[src/rtl/exec_run_controller.sv]
// exec_run_controller: run/step/halt sequencer for the five-stage pipeline.
// Consumes debugger commands (RUN, STEP, STOP) and produces the global
// pipeline advance enable and the fetch enable. Execution stops on a HALT
// retiring in WB, on a user STOP, or on an optional PC breakpoint. Before
// stopping, the in-flight instructions are drained.
//
// Build option: define EXEC_CTRL_BREAKPOINT_EN to include the PC breakpoint
// comparator. Without it, i_bp_en / i_bp_addr are ignored and cause 10 is
// never reported.
module exec_run_controller #(
    parameter int SIZE         = 32,
    parameter int CNT_WIDTH    = 32,
    parameter int DRAIN_CYCLES = 4
) (
    input  logic                 i_clk,
    input  logic                 i_rst,
    input  logic                 i_cmd_valid,
    input  logic [1:0]           i_cmd,
    output logic                 o_cmd_ready,
    output logic                 o_cmd_err,
    input  logic [SIZE-1:0]      i_pc,
    input  logic                 i_halt_wb,
    input  logic                 i_bp_en,
    input  logic [SIZE-1:0]      i_bp_addr,
    output logic                 o_pipe_en,
    output logic                 o_fetch_en,
    output logic                 o_busy,
    output logic                 o_done,
    output logic [1:0]           o_halt_cause,
    output logic [CNT_WIDTH-1:0] o_cycle_cnt
);

    typedef enum logic [2:0] {
        S_IDLE  = 3'd0,
        S_RUN   = 3'd1,
        S_STEP  = 3'd2,
        S_DRAIN = 3'd3,
        S_DONE  = 3'd4
    } state_t;

    localparam logic [1:0] CMD_RUN  = 2'b01;
    localparam logic [1:0] CMD_STEP = 2'b10;
    localparam logic [1:0] CMD_STOP = 2'b11;

    localparam logic [1:0] CAUSE_HALT = 2'b00;
    localparam logic [1:0] CAUSE_STEP = 2'b01;
    localparam logic [1:0] CAUSE_BP   = 2'b10;
    localparam logic [1:0] CAUSE_USER = 2'b11;

    // The drain counter is loaded with the index of the last drain cycle and
    // counts down to zero, so DRAIN lasts exactly DRAIN_CYCLES cycles.
    localparam logic [3:0] DRAIN_LAST = 4'(DRAIN_CYCLES - 1);

    state_t     state;
    state_t     state_next;
    logic [3:0] drain_cnt;
    logic [3:0] drain_cnt_next;
    logic [1:0] cause;
    logic [1:0] cause_next;
    logic       skip_bp;
    logic       skip_bp_next;
    logic       err_next;
    logic       clear_cnt;
    logic       bp_match;

    logic cmd_run;
    logic cmd_step;
    logic cmd_stop;
    logic cmd_any;

    assign cmd_run  = i_cmd_valid && (i_cmd == CMD_RUN);
    assign cmd_step = i_cmd_valid && (i_cmd == CMD_STEP);
    assign cmd_stop = i_cmd_valid && (i_cmd == CMD_STOP);
    assign cmd_any  = cmd_run || cmd_step || cmd_stop;

`ifdef EXEC_CTRL_BREAKPOINT_EN
    // Breakpoint fires only while fetching in RUN; skip_bp masks the first
    // RUN cycle after resuming from a breakpoint stop so the stopped
    // instruction can be fetched.
    assign bp_match = (state == S_RUN) && o_fetch_en && i_bp_en &&
                      (i_pc == i_bp_addr) && !skip_bp;
`else
    assign bp_match = 1'b0;

    logic unused_bp;
    assign unused_bp = &{1'b0, i_bp_en, i_bp_addr, i_pc, skip_bp};
`endif

    // State register and sequencing bookkeeping (drain counter, cause, resume mask).
    always_ff @(posedge i_clk or posedge i_rst) begin
        if (i_rst) begin
            state     <= S_IDLE;
            drain_cnt <= 4'd0;
            cause     <= CAUSE_HALT;
            skip_bp   <= 1'b0;
        end else begin
            state     <= state_next;
            drain_cnt <= drain_cnt_next;
            cause     <= cause_next;
            skip_bp   <= skip_bp_next;
        end
    end

    // Next-state logic: command handling and stop-event priority.
    always_comb begin
        state_next     = state;
        drain_cnt_next = drain_cnt;
        cause_next     = cause;
        skip_bp_next   = skip_bp;
        err_next       = 1'b0;
        clear_cnt      = 1'b0;

        case (state)
            S_IDLE: begin
                if (cmd_run) begin
                    state_next = S_RUN;
                    clear_cnt  = 1'b1;
                end else if (cmd_step) begin
                    state_next = S_STEP;
                    clear_cnt  = 1'b1;
                end else if (cmd_stop) begin
                    err_next = 1'b1;
                end
            end

            S_RUN: begin
                // The resume mask only ever covers one RUN cycle.
                skip_bp_next = 1'b0;
                if (i_halt_wb) begin
                    state_next = S_DONE;
                    cause_next = CAUSE_HALT;
                end else if (cmd_stop) begin
                    state_next     = S_DRAIN;
                    cause_next     = CAUSE_USER;
                    drain_cnt_next = DRAIN_LAST;
                end else if (bp_match) begin
                    state_next     = S_DRAIN;
                    cause_next     = CAUSE_BP;
                    drain_cnt_next = DRAIN_LAST;
                end
                if (cmd_run || cmd_step) begin
                    err_next = 1'b1;
                end
            end

            S_STEP: begin
                // A single advance cycle; a HALT retiring in it wins the cause.
                state_next = S_DONE;
                cause_next = i_halt_wb ? CAUSE_HALT : CAUSE_STEP;
                if (cmd_any) begin
                    err_next = 1'b1;
                end
            end

            S_DRAIN: begin
                if (i_halt_wb) begin
                    state_next = S_DONE;
                    cause_next = CAUSE_HALT;
                end else if (drain_cnt == 4'd0) begin
                    state_next = S_DONE;
                end else begin
                    drain_cnt_next = drain_cnt - 4'd1;
                end
                if (cmd_any) begin
                    err_next = 1'b1;
                end
            end

            S_DONE: begin
                if (cmd_stop) begin
                    state_next = S_IDLE;
                    cause_next = CAUSE_HALT;
                end else if (cmd_run || cmd_step) begin
                    if (cause == CAUSE_HALT) begin
                        // Program has halted; only STOP can leave.
                        err_next = 1'b1;
                    end else if (cmd_run) begin
                        state_next   = S_RUN;
                        skip_bp_next = (cause == CAUSE_BP);
                    end else begin
                        state_next = S_STEP;
                    end
                end
            end

            default: begin
                state_next = S_IDLE;
            end
        endcase
    end

    // Registered Moore outputs derived from the state being entered.
    always_ff @(posedge i_clk or posedge i_rst) begin
        if (i_rst) begin
            o_cmd_ready <= 1'b1;
            o_cmd_err   <= 1'b0;
            o_pipe_en   <= 1'b0;
            o_fetch_en  <= 1'b0;
            o_busy      <= 1'b0;
            o_done      <= 1'b0;
        end else begin
            o_cmd_ready <= 1'b1;
            o_cmd_err   <= err_next;
            o_pipe_en   <= (state_next == S_RUN) || (state_next == S_STEP) ||
                           (state_next == S_DRAIN);
            o_fetch_en  <= (state_next == S_RUN) || (state_next == S_STEP);
            o_busy      <= (state_next == S_RUN) || (state_next == S_STEP) ||
                           (state_next == S_DRAIN);
            o_done      <= (state_next == S_DONE) && (state != S_DONE);
        end
    end

    assign o_halt_cause = cause;

    // Saturating count of cycles in which the pipeline advanced.
    always_ff @(posedge i_clk or posedge i_rst) begin
        if (i_rst) begin
            o_cycle_cnt <= '0;
        end else if (clear_cnt) begin
            o_cycle_cnt <= '0;
        end else if (o_pipe_en && (o_cycle_cnt != '1)) begin
            o_cycle_cnt <= o_cycle_cnt + CNT_WIDTH'(1);
        end
    end

endmodule
[config.mk]
export PLATFORM = sky130hd
export DESIGN_NAME = exec_run_controller
export DESIGN_NICKNAME = d
export VERILOG_FILES = /design/src/rtl/exec_run_controller.sv
export SDC_FILE = /design/constraint.sdc
export NUM_CORES = 1
export LEC_CHECK = 0
export BUFFER_PORTS_ARGS = -buffer_cell sky130_fd_sc_hd__clkbuf_2
export CAP_MARGIN = 20
export CELL_PAD_IN_SITES_DETAIL_PLACEMENT = 1
export CELL_PAD_IN_SITES_GLOBAL_PLACEMENT = 1
export CORE_MARGIN = 3
export CORE_UTILIZATION = 32
export DETAILED_ROUTE_END_ITERATION = 10
export HOLD_SLACK_MARGIN = 0.12
export PLACE_DENSITY_LB_ADDON = 0.1
export SLEW_MARGIN = 40
export SYNTH_ARGS = -nofsm -noshare
export SYNTH_HDL_FRONTEND = slang
export SYNTH_SLANG_ARGS = --single-unit
[constraint.sdc]
create_clock -name i_clk -period 1.8 [get_ports i_clk]
set_input_delay 0.36 -clock i_clk [delete_from_list [all_inputs] [get_ports i_clk]]
set_output_delay 0.36 -clock i_clk [all_outputs]
set_load 0.1 [all_outputs]
=== Yosys cells after proc, flatten, opt, wreduce, memory -nomap -nowiden ===
Index checks and enable logic that the tools add are counted.

* Register bits: 45
* Bits of input ports: 71
* Word-level logic and storage cells: 84
* Output and inout port bits: 40

* Reduce and logical (&&, ||, !) cells: 18
* Add/subtract/negate cells: 2
* Mux-type cells: 36
* Eq/ne operators: 20

{| class="wikitable"
|+ Operator list
! kind !! count
|-
| 2-to-1 mux 32 bit || 2
|-
| adder 32 x 1 -> 32 bit (second input constant) || 1
|-
| != test 32 bit (second input constant) || 1
|-
| 2-to-1 mux 3 bit || 9
|-
| 2-to-1 mux 4 bit || 4
|-
| case mux 3 bit (5 select lines) || 1
|-
| equality test 3 x 2 -> 1 bit (second input constant) || 4
|-
| 2-to-1 mux 1 bit || 12
|-
| != test 2 bit (second input constant) || 6
|-
| 2-to-1 mux 2 bit || 5
|-
| case mux 2 bit (4 select lines) || 1
|-
| case mux 4 bit (2 select lines) || 1
|-
| equality test 3 x 1 -> 1 bit (second input constant) || 2
|-
| equality test 3 bit (second input constant) || 2
|-
| != test 3 bit (second input constant) || 2
|-
| logical AND 1 bit || 5
|-
| AND reduction 5 bit || 1
|-
| equality test 2 bit (second input constant) || 2
|-
| logical NOT 4 bit || 1
|-
| logical OR 1 bit || 4
|-
| case mux 1 bit (4 select lines) || 1
|-
| AND reduction 4 bit || 1
|-
| nonzero test 2 bit || 2
|-
| nonzero test 4 bit || 1
|-
| other kinds (5) || 5
|}

=== Longest topological paths before layout ===
* Depth after elaboration: 10
* Depth in mapped cells: 8

=== Worst setup path after synthesis ===
OpenSTA, ideal clock, no wires.

* Path type: register to register
* Start: register o_cycle_cnt[12]
* End: register o_cycle_cnt[23]
* Setup time: 0.073 ns
* Arrival time: 2.487 ns
* Buffers on the path: 2
* Setup slack: -0.760 ns
* Period minus slack after synthesis: 2.560 ns
* Stages on the path, launching flop included: 8
* Cell sequence: dfrtp_1 -> and4_4 -> nand4_4 -> nor4_4 -> buf_6 -> buf_12 -> o21ai_1 -> a21oi_2

* Word-level cells in the longest chain between the ends: 3

{| class="wikitable"
|+ Ends and longest elaborated chain
! element !! line !! source
|-
| start: declaration || 30 || <nowiki>output logic [CNT_WIDTH-1:0] o_cycle_cnt</nowiki>
|-
| start signal: assignment || 222 || <nowiki>o_cycle_cnt <= o_cycle_cnt + CNT_WIDTH'(1);</nowiki>
|-
| adder 32 x 1 -> 32 bit / != test 32 bit (equally long branches) || 222, 221 ||
|-
| 2-to-1 mux 32 bit / logical AND 1 bit (equally long branches) || 221 || <nowiki>end else if (o_pipe_en && (o_cycle_cnt != '1)) begin</nowiki>
|-
| 2-to-1 mux 32 bit / nonzero test 2 bit (equally long branches) || n/a ||
|}

Several ways; a longest one is shown, not always the timed one. The select of a mux whose other input is x is not followed.
A chain may end at the register's enable or synchronous reset.

=== Worst setup path after layout ===
* Start: register o_cycle_cnt[21]
* End: register o_cycle_cnt[25]

The elaborated chain is that of the path after synthesis.

==> qor.yml <==
remaining_drc_errors: 0
relSlewSlack_pct: 63.51
worst-path-buf-inv: 2
drt_wl_total_um: 8579
fin_cells: 503
htreeDepth: 2
yosysWarnings: 0
num_rows: 32
numPortBuffers: 44
start_util_pct: 33.70
grt_setup_unrepaired: "true"
first_global_vias: 2865
setup_slack_ns: -0.06916
ys_seq_area_share_pct: 42.15
cp.arrival_ns: 2.09
endpoint_kind: "flop"
routabilityCongestion: 0.8361
fillers: 915
ant_nets: 0
grt_antenna_before_repair: 0
synth.cell_area_sq_um: 2671
outcome: "finished, violations left"
power_density_nw_per_um2: 840.9
grt_pass1_wl_um: 14060
vias_per_cell: 5.443
clk_pin_slew_worst_paths_ns: 0.09
synth_top_family_by_area: "simple AND/OR/NAND/NOR gates"
via_count: 2738
grt_overflow: 0
synth_edf_count: 0
synth_ff_type: "dfrtp_1"
violations: "negative setup slack"
synthXorXnorAreaFrac_pct: 0.9836
drive_gt1_share_pct: 62.09
maxCapViolCount: 0
clock_sinks: 45
core_area_sq_um: 7928
fin_total_pwr_w: 0.003497
final_nets: 474
crit_family: "simple AND/OR/NAND/NOR gates"
areaGrowthSynthToFinish_pct: 55.69
tightestPinTransition_ns: 0.5497
crit_slowest_cell: "dfrtp_4"
finalHoldViolCount: 0
synth_nets: 356
report.final.slew_viol_count: 0
power_leakage_nw: 1.752
clk_path_buf_depth: 2
synthMuxAreaShare_pct: 0.7494
hold_ws_ns: 0.3817
synth_adder_area_share_pct: 1.780
synth_seq_cells: 45
cts_tree: "done"
die_h_um: 97.37
ys_types: 58
drtIter0Drc: 53
n_antenna_cell: 0
dieArea_sq_um: 9480
die_w_um: 97.37
setup_viol: 6
synth.avg_cell_area_sq_um: 9.473
cp_max_fo: 8
clock_latency_ns: 0.30
synth-compound-area-share_pct: 20.09
start_kind: "flop"
synthArstFlopShare_pct: 100.0
fin_crit_ns: 1.869
crit_path_max_incr_delay_ns: 0.48
finalCritPeriodShare_pct: 103.8
criticalPathCategory: "reg -> reg"
fin_util_pct: 52.46
multiInputGateArea_sq_um: 1699
hp-class: "in -> reg"
register_area_sq_um: 1240
max_freq_mhz: 535.0
skew_ns: 0.006073
syn_inst: 282
path_cells: "and4_4 > nand4_1 > nor4_4 > buf_4 > buf_6 > or4_4 > a21oi_2"
numCtsBuffers: 5
wl_per_cell_um: 17.06
track_usage_pct: 17.71
ir_drop_mv: 1.063
dr.pass1.iters: 4
crit_required_ns: 2.02
cts_root_buffer: "clkbuf_8"
dp_cells: 470
pin_count: 111
synth-simple-area-share_pct: 29.04
dpl.hpwl_um: 5976
grt_max_degree: 27
[cell usage after synthesis (all sizes together) (2+ instances only)]
master,count,share of area (%)
buf,10,3.0
nor3,3,0.75
o22ai,2,0.47
a31oi,2,0.47
and4,7,2.5
nor2,13,1.9
o311ai,2,0.66
nor4,5,2.0
o211ai,2,0.56
or4,17,4.8
o31ai,13,3.7
nand3,21,4.3
nand4,12,3.6
nand2b,4,0.94
ha,3,1.4
clkbuf,6,0.84
a21oi,29,6.4
dfrtp,45,42
or3,10,2.3
and2,2,0.47
mux2i,2,0.75
xor2,2,0.66
o41ai,2,1.4
nand2,20,2.8
inv,9,1.3
and3,7,1.6
or2,2,0.47
o21ai,17,3.6
[worst reg2reg max path, cell delays in order, from the launching register on]
cell,delay (ns)
dfrtp_4,0.48
and4_4,0.20
nand4_1,0.14
nor4_4,0.08
buf_4,0.14
buf_6,0.13
or4_4,0.48
a21oi_2,0.15
[layer usage]
| metal | GRT usage [%] | vias to the layer above | share of wire, % |
|---|---|---|---|
| met5 | 0 | - | 0 |
| met4 | 3.514 | 0 | 0.62 |
| met3 | 2.297 | 5 | 2.2 |
| met2 | 31.63 | 32 | 52 |
| met1 | 22.90 | 1391 | 45 |
| li1 | - | 1310 | - |
[stage by stage]
step | area, sq um | TNS, ns | worst slack [ns]
after floorplan | 2870 | -5.008 | -0.2045
after global placement | 3590 | -0.4121 | -0.1260
after detailed placement | 3590 | -1.193 | -0.1829
after CTS | 3875 | -0.02397 | -0.01896
after global routing | 4159 | -1.446 | -0.1305
final | 4159 | -0.2170 | -0.06916
[flip-flops by register name, indices dropped and copies added, names as in the netlist]
register      count
o_busy            1
o_cmd_err         1
o_done            1
o_fetch_en        1
o_halt_cause      2
state             3
drain_cnt         4
o_cycle_cnt      32
[repair_timing]
item / CTS / global route
endpoints found under the setup margin: 28 / 37
hold buffers: 1 / 0
resized for setup: 8 / 57
pin swaps: 6 / 27
hold endpoints to repair: 19 / 0
setup buffers: 16 / 9
[report_power, final]
group          total [W]  internal [W]  switching [W]
registers        0.00124       0.00113       0.000107
clock network   0.000818      0.000454       0.000364
logic            0.00144      0.000365        0.00108
total            0.00350       0.00195        0.00155
[cells by family after synthesis]
family                     Yosys count
AOI/OAI and AO/OA                   77
and+or+nand+nor                    125
DFF                                 45
buffers and inverters               25
muxes                                2
xor gates and xnor gates             3
adders and majority gates            4
other                                1
[cells in the final DEF, fill, tap and decap left out, drive strengths merged, types with 13 or more instances in the layout]
master and instances:
a21oi 29, o21ai 17, nand3 21, buf 85, or4 17, clkbuf 48
nor2 13, o31ai 13, dfrtp 45, nand2 20
[layout make-up]
| class | instances | area share, % |
|---|---|---|
| timing repair buffer | 127 | 22.65 |
| sequential | 45 | 29.81 |
| clock inverter | 1 | 0.7220 |
| tap | 102 | 3.069 |
| inverter | 9 | 0.8123 |
| multi-input combinational | 212 | 40.85 |
| clock buffer | 7 | 2.076 |
[worst paths after layout]
check / cells past startpoint / slack [ns] / from / end
setup / recovery: 7 / -0.07 / o_cycle_cnt[21] / o_cycle_cnt[25]
hold / removal: 3 / 0.38 / i_halt_wb / o_halt_cause[0]
setup reg to reg: 7 / -0.07 / o_cycle_cnt[21] / o_cycle_cnt[25]
hold reg to reg: 2 / 0.59 / drain_cnt[3] / drain_cnt[3]
max in group asynchronous: 4 / 0.65 / i_rst / o_cycle_cnt[1]
min in group asynchronous: 3 / 0.62 / i_rst / o_cycle_cnt[14]
Power figures use the tool's default switching activity.
